===== config.mk =====
export PLATFORM = sky130hd
export DESIGN_NAME = main_control
export DESIGN_NICKNAME = d
export VERILOG_FILES = /design/src/rtl/mips_ctrl_pkg.sv /design/src/rtl/main_control_decode.sv /design/src/rtl/main_control.sv
export SDC_FILE = /design/constraint.sdc
export NUM_CORES = 1
export LEC_CHECK = 0
export BUFFER_PORTS_ARGS = -buffer_cell sky130_fd_sc_hd__clkbuf_2
export CAP_MARGIN = 20
export CORE_UTILIZATION = 39
export CTS_BUF_LIST = sky130_fd_sc_hd__clkbuf_16
export DETAILED_ROUTE_END_ITERATION = 7
export PLACE_DENSITY = 0.76
export REMOVE_ABC_BUFFERS = 1
export SYNTH_ARGS = -nofsm -noshare
export SYNTH_HDL_FRONTEND = slang
export SYNTH_HIERARCHICAL = 1
export SYNTH_SLANG_ARGS = --single-unit

===== constraint.sdc =====
create_clock -name clk -period 1.55 [get_ports clk]
set_input_delay 0.155 -clock clk [delete_from_list [all_inputs] [get_ports clk]]
set_output_delay 0.155 -clock clk [all_outputs]
set_load 0.02 [all_outputs]

===== src/rtl/mips_ctrl_pkg.sv =====
// Shared encodings for the multicycle MIPS control path: FSM states, ALU op
// classes, datapath select codes and the opcodes the main controller decodes.
package mips_ctrl_pkg;

   typedef enum logic [2:0] {
      S_FETCH  = 3'd0,
      S_DECODE = 3'd1,
      S_EXEC   = 3'd2,
      S_MEM    = 3'd3,
      S_WB     = 3'd4,
      S_TRAP   = 3'd5
   } state_t;

   typedef enum logic [1:0] {
      ALUOP_ADD   = 2'd0,
      ALUOP_SUB   = 2'd1,
      ALUOP_FUNCT = 2'd2
   } aluop_t;

   typedef enum logic [1:0] {
      SRCB_REG  = 2'd0,
      SRCB_FOUR = 2'd1,
      SRCB_IMM  = 2'd2
   } src_b_t;

   typedef enum logic [1:0] {
      PCSRC_ALU    = 2'd0,
      PCSRC_BRANCH = 2'd1,
      PCSRC_JUMP   = 2'd2
   } pc_src_t;

   localparam logic [5:0] OP_RTYPE = 6'b000000;
   localparam logic [5:0] OP_LW    = 6'b100011;
   localparam logic [5:0] OP_SW    = 6'b101011;
   localparam logic [5:0] OP_BEQ   = 6'b000100;
   localparam logic [5:0] OP_J     = 6'b000010;
   localparam logic [5:0] OP_CMP   = 6'b111111;

   localparam logic [5:0] FUNCT_MOVZ = 6'b001010;

   typedef struct packed {
      logic    pc_we;
      logic    ir_we;
      logic    mem_re;
      logic    mem_we;
      logic    rf_we;
      aluop_t  aluop;
      logic    cmpflag;
      logic    alu_src_a;
      src_b_t  alu_src_b;
      logic    reg_dst;
      logic    mem_to_reg;
      pc_src_t pc_src;
   } ctrl_t;

   function automatic logic is_defined_op(input logic [5:0] op);
      case (op)
         OP_RTYPE, OP_LW, OP_SW, OP_BEQ, OP_J, OP_CMP: return 1'b1;
         default:                                      return 1'b0;
      endcase
   endfunction

endpackage


===== src/rtl/main_control_decode.sv =====
// Combinational output map of the main controller: current state plus
// instruction fields and ALU zero flag to the full control vector.
module main_control_decode
   import mips_ctrl_pkg::*;
(
   input  state_t     state,
   input  logic [5:0] opcode,
   input  logic [5:0] funct,
   input  logic       zero,
   output ctrl_t      ctl
);

   always_comb begin
      ctl = '0;
      case (state)
         S_FETCH: begin
            // pc_we/ir_we here assume the fetch completes; the top gates them
            ctl.mem_re    = 1'b1;
            ctl.pc_we     = 1'b1;
            ctl.ir_we     = 1'b1;
            ctl.alu_src_b = SRCB_FOUR;
            ctl.aluop     = ALUOP_ADD;
            ctl.pc_src    = PCSRC_ALU;
         end
         S_EXEC: begin
            case (opcode)
               OP_RTYPE: ctl.aluop = ALUOP_FUNCT;
               OP_CMP: begin
                  ctl.aluop   = ALUOP_FUNCT;
                  ctl.cmpflag = 1'b1;
               end
               OP_LW, OP_SW: begin
                  ctl.alu_src_b = SRCB_IMM;
                  ctl.aluop     = ALUOP_ADD;
               end
               OP_BEQ: begin
                  ctl.aluop  = ALUOP_SUB;
                  ctl.pc_src = PCSRC_BRANCH;
                  ctl.pc_we  = zero;
               end
               OP_J: begin
                  ctl.pc_src = PCSRC_JUMP;
                  ctl.pc_we  = 1'b1;
               end
               default: ;
            endcase
         end
         S_MEM: begin
            ctl.mem_re = (opcode == OP_LW);
            ctl.mem_we = (opcode == OP_SW);
         end
         S_WB: begin
            ctl.rf_we = 1'b1;
            if (opcode == OP_LW) begin
               ctl.mem_to_reg = 1'b1;
            end else begin
               ctl.reg_dst = 1'b1;
            end
            if (opcode == OP_RTYPE && funct == FUNCT_MOVZ) begin
               ctl.rf_we = zero;
            end
         end
         default: ;
      endcase
   end

endmodule


===== src/rtl/main_control.sv =====
// Multicycle MIPS main controller: state register, next-state logic and reset
// gating of the enables. Define MAIN_CONTROL_TRAP_EN to trap undefined opcodes.
module main_control
   import mips_ctrl_pkg::*;
(
   input  logic       clk,
   input  logic       rst,
   input  logic [5:0] opcode,
   input  logic [5:0] funct,
   input  logic       zero,
   input  logic       mem_ready,
   output logic       pc_we,
   output logic       ir_we,
   output logic       mem_re,
   output logic       mem_we,
   output logic       rf_we,
   output logic [1:0] aluop,
   output logic       cmpflag,
   output logic       alu_src_a,
   output logic [1:0] alu_src_b,
   output logic       reg_dst,
   output logic       mem_to_reg,
   output logic [1:0] pc_src,
   output logic [2:0] state,
   output logic       trap
);

   state_t state_q;
   state_t state_d;
   ctrl_t  ctl;
   logic   fetch_hold;

   always_ff @(posedge clk) begin
      if (rst) begin
         state_q <= S_FETCH;
      end else begin
         state_q <= state_d;
      end
   end

   always_comb begin
      state_d = state_q;
      case (state_q)
         S_FETCH: begin
            if (mem_ready) state_d = S_DECODE;
         end
         S_DECODE: begin
            if (is_defined_op(opcode)) begin
               state_d = S_EXEC;
            end else begin
`ifdef MAIN_CONTROL_TRAP_EN
               state_d = S_TRAP;
`else
               state_d = S_FETCH;
`endif
            end
         end
         S_EXEC: begin
            case (opcode)
               OP_LW, OP_SW:     state_d = S_MEM;
               OP_RTYPE, OP_CMP: state_d = S_WB;
               default:          state_d = S_FETCH;
            endcase
         end
         S_MEM: begin
            if (mem_ready) begin
               if (opcode == OP_LW) begin
                  state_d = S_WB;
               end else begin
                  state_d = S_FETCH;
               end
            end
         end
         S_WB:    state_d = S_FETCH;
         S_TRAP:  state_d = S_TRAP;
         default: state_d = S_FETCH;
      endcase
   end

   main_control_decode u_decode (
      .state  (state_q),
      .opcode (opcode),
      .funct  (funct),
      .zero   (zero),
      .ctl    (ctl)
   );

   // Reset gates the enables combinationally so they drop in the same cycle.
   assign fetch_hold = (state_q == S_FETCH) && !mem_ready;

   assign pc_we      = ctl.pc_we && !fetch_hold && !rst;
   assign ir_we      = ctl.ir_we && !fetch_hold && !rst;
   assign mem_re     = ctl.mem_re && !rst;
   assign mem_we     = ctl.mem_we && !rst;
   assign rf_we      = ctl.rf_we && !rst;
   assign aluop      = ctl.aluop;
   assign cmpflag    = ctl.cmpflag;
   assign alu_src_a  = ctl.alu_src_a;
   assign alu_src_b  = ctl.alu_src_b;
   assign reg_dst    = ctl.reg_dst;
   assign mem_to_reg = ctl.mem_to_reg;
   assign pc_src     = ctl.pc_src;
   assign state      = state_q;

`ifdef MAIN_CONTROL_TRAP_EN
   assign trap = (state_q == S_TRAP) && !rst;
`else
   assign trap = 1'b0;
`endif

endmodule


-- Yosys cells after proc, flatten, opt, wreduce, memory -nomap -nowiden
Index checks and enable logic that the tools add are counted.
W data, S select, Z words.
- output and inout bits: 19
- logic and storage cells: 58
- bits in registers: 3
- reduce and logical (&&, ||, !) cells: 18
- multiplexer cells: 26
- equality and inequality tests: 13
- operators with widths (cell ; count):
    $eq A6 B6 Y1 const B ; 3
    $pmux W3 S5 ; 1
    $pmux W2 S2 ; 3
    $mux W1 ; 10
    $mux W2 ; 5
    $logic_and A1 B1 Y1 ; 9
    $mux W3 ; 3
    $eq A3 B2 Y1 const B ; 2
    $eq A3 B3 Y1 const B ; 2
    $eq A6 B2 Y1 const B ; 1
    $eq A6 B3 Y1 const B ; 1
    $eq A6 B4 Y1 const B ; 1
    $logic_not A6 Y1 ; 1
    $pmux W1 S2 ; 3
    $pmux W3 S2 ; 1
    $reduce_or A6 Y1 ; 1
    $ne A2 B2 Y1 const B ; 2
    $reduce_or A2 Y1 ; 2
    $eq A3 B1 Y1 const B ; 1
    $logic_not A1 Y1 ; 3
    $logic_not A3 Y1 ; 1
    $reduce_and A2 Y1 ; 1

-- Depth between registers and ports, before layout
- word-level depth: 6
- depth in mapped cells: 4

-- Modules after synthesis
The synthesis kept the hierarchy.
- by module, submodules not included (module ; seq. area each (um^2) ; area an instance (um^2) ; times used ; cells an instance):
    main_control ; 60.1 ; 296.5 ; 1 ; 39
    main_control_decode ; 0.0 ; 209.0 ; 1 ; 38

-- Worst setup path after synthesis
Ideal clock, no wire load.
- path type: reg-to-output
- start: reg state_q[2], in the netlist state[2]
- end: out ir_we
- stages on the path, launching flop included: 5
- path slack: -2 ps
- data required time: 1395 ps
- arrival: 1397 ps
- buffers on the path: 1
- cell sequence: dfxtp_1 -> or3_1 -> inv_1 -> buf_4 -> and2_1
- RTL lines (item ; line ; RTL):
    from (decl) ; main_control.sv:28 ; state_t state_q;
    from (signal assigned) ; main_control.sv:37 ; state_q <= state_d;
    to (decl) ; main_control.sv:13 ; output logic ir_we,

==> impl_metrics.toml <==
[clock_network]
cts_made_buffers = 3
h-tree-depth = 1
root_buffer = "clkbuf_16"
insertion_delay_ps = 230
cts_sinks = 3
path_clk_slew_ps = 30
ctsHoldBuffers = 0
cts_tree = "built"
clk_path_buf_depth = 2

[min_path]
min_to = "state[0]"
hold_depth = 2
worstHoldPathType = "in -> reg"
hold_path.startpoint = "rst"

[timing]
period_share_pct = 98.6
slew_viol_final = 0
fin_crit_ps = 1530
max_freq_ghz = 0.654
rsz0062_at_grt = "true"
fin_ws_ps = 21.4
setup_violations = 0
final.setup_skew_ps = 2.43
final_hold_viol_count = 0

[drt]
drt-wirelength-per-cell_microns = 11.5
antenna_left = 0
drc_errors = 0
routed_wl_microns = 1450
dr.pass1.iters = 4
via_per_inst = 5.19
routed-via-count = 654
drt_iter0_drc = 13

[worst_setup_path]
timing.critical_path.mode_cell = "clkbuf_2"
timing.rr.start = "state[0]"
critPathMaxFanout = 2
worstPathRequired_ps = 1390
timing.rr.end = "state[1]"
cp_slowest_stage_delay_ps = 530
crit_chain = "clkbuf_2, or4b_4, nor4b_2, a31oi_1, nor2b_1, clkbuf_2"
crit_arrival_ps = 1370
reg2regPathDepth = 4
path_class = "in -> out"
critPathSlowestCell = "or4b_4"
cp-end-kind = "output pin"
start_kind = "input port"
rrSetupSlack_ps = 120

[synthesis]
synth_top_cell_area_share_pct = 11.9
synthFlopType = "dfxtp_1"
synth_top_area_cell = "dfxtp_1"
synth_common_cells = "nand2_1, nor2_1, nor2b_1"
synth.avg_cell_area_sq_um = 6.56
ys_seq_area_share_pct = 11.9
ys_seq_elements = 3
ys_types = 32
ys_top_cells_by_area = "dfxtp_1, nor2b_1, buf_4"
synthArstFlopShare_pct = 0
syn-instance-count = 77
synth.cell_area_sq_um = 505
synth-edff-count = 0
synth.yosys.warnings = 6

[placed_design]
post-place-ws_ps = 12.4
io_buffers = 32
dp_hpwl_microns = 1080
gp_congestion = 0.786

[final_layout]
nFillCells = 99
nNetsFinal = 129
ff_latch_area_sq_um = 68.8
multi_input_comb_area_sq_um = 439
largest_reg_flops = 3
drive_above_1_share_pct = 44.6
syn_to_final_growth_pct = 58.2
insertedDiodeCount = 0

[power_and_ir_drop]
ir_drop_uv = 579
p_switching_uw = 141
p_leak_nw = 0.351
swShare_pct = 23.4
p_comb_share_pct = 18.5
power.clock.fraction_pct = 67.7
intPower_uw = 460
powerDensity_nw_per_um2 = 752
total_power_uw = 601
seq_power_share_pct = 13.8

[floorplanning]
rows = 12
die_y_microns = 38
start_util_pct = 43.7
ioPinCount = 35
die_area_sq_um = 1440
die_w_microns = 38
core-area_sq_um = 1160

[global_routing]
grt_use_total_pct = 23.8
grt_max_degree = 15
grt_pass1_vias = 582
grt_pass1_wl_microns = 2390
grt_overflow_total = 0
antenna_found_initial = 0

[outcome]
status = "complete, no violations"

[job]
cap_violations = 0
-- cell families after synthesis --
logic type / share of synthesized area [%]
AO/OA/AOI/OAI: 16.1
buffers and inverters: 7.43
flip-flops: 11.9
other: 1.49
AND/OR/NAND/NOR: 63.1
-- power by group through the flow --
stage                     sequential, mW  combinational [mW]  clock [mW]
final                             0.0832               0.111       0.407
after CTS                         0.0845               0.105       0.412
after global routing              0.0838               0.122       0.424
after global placement            0.0848               0.101           0
after floorplan                   0.0862              0.0532           0
after detailed placement          0.0851               0.102           0
-- worst max-delay path by stage --
stage / start / to / slack (ps) / depth (start not counted)
after global routing: zero / rf_we / -40 / 6
after global placement: zero / rf_we / 40 / 6
final: zero / rf_we / 20 / 6
after detailed placement: zero / rf_we / 10 / 6
after floorplan: state[1] / aluop[0] / 50 / 2
after CTS: state[1] / ir_we / 8 / 5
-- stage by stage --
step / cells / cell area, sq um / hold WS [ps] / util (%) / TNS (ps)
4_1_cts: 125 / 757 / 201 / 65.5 / 0
5_1_grt: 126 / 800 / 209 / 69.2 / -56.2
3_3_place_gp: 121 / 668 / 427 / 57.8 / 0
2_1_floorplan: 73 / 475 / 227 / - / 0
6_report: 126 / 800 / 195 / 69.2 / 0
3_5_place_dp: 121 / 668 / 427 / 57.8 / 0
-- worst max-delay path, delay by kind of cell --
kind / cells / cell delay [ps]
buffers and inverters: 2 / 240
and+or+nand+nor: 3 / 880
AOI/OAI and AO/OA: 1 / 100
-- layout make-up --
type                            count  share of cell area [%]
Tap cell                           14                    2.19
Clock buffer                        3                    9.39
Sequential cell                     3                    8.61
Inverter                            2                   0.939
Clock inverter                      1                   0.469
Multi-Input combinational cell     68                    54.9
Timing Repair Buffer               35                    23.5
-- routing by layer --
| layer | track usage (%) | share of wire [%] |
|---|---|---|
| met1 | 29.9 | 45 |
| met2 | 38.4 | 50 |
| met3 | 6.98 | 4.5 |
| met4 | 8.04 | 0 |
| met5 | 0 | 0 |
-- cell usage in the layout, fill, tap and decap left out, types with 3 or more instances in the layout --
master,instances
inv_1,3
nor4_1,3
clkbuf_16,3
a21oi_1,5
buf_4,5
clkbuf_2,29
nor3_1,3
nand2_1,8
nor2b_1,7
nand3_1,3
nor2_1,7
-- repair_timing --
item                       4_1_cts  5_1_grt
setup buffers                    0        1
setup endpoints to repair        4        6
pin swaps                        0        1
cloned                           0        0
gates resized for setup          4       12
Note: power is estimated with default switching activity, not from simulation.
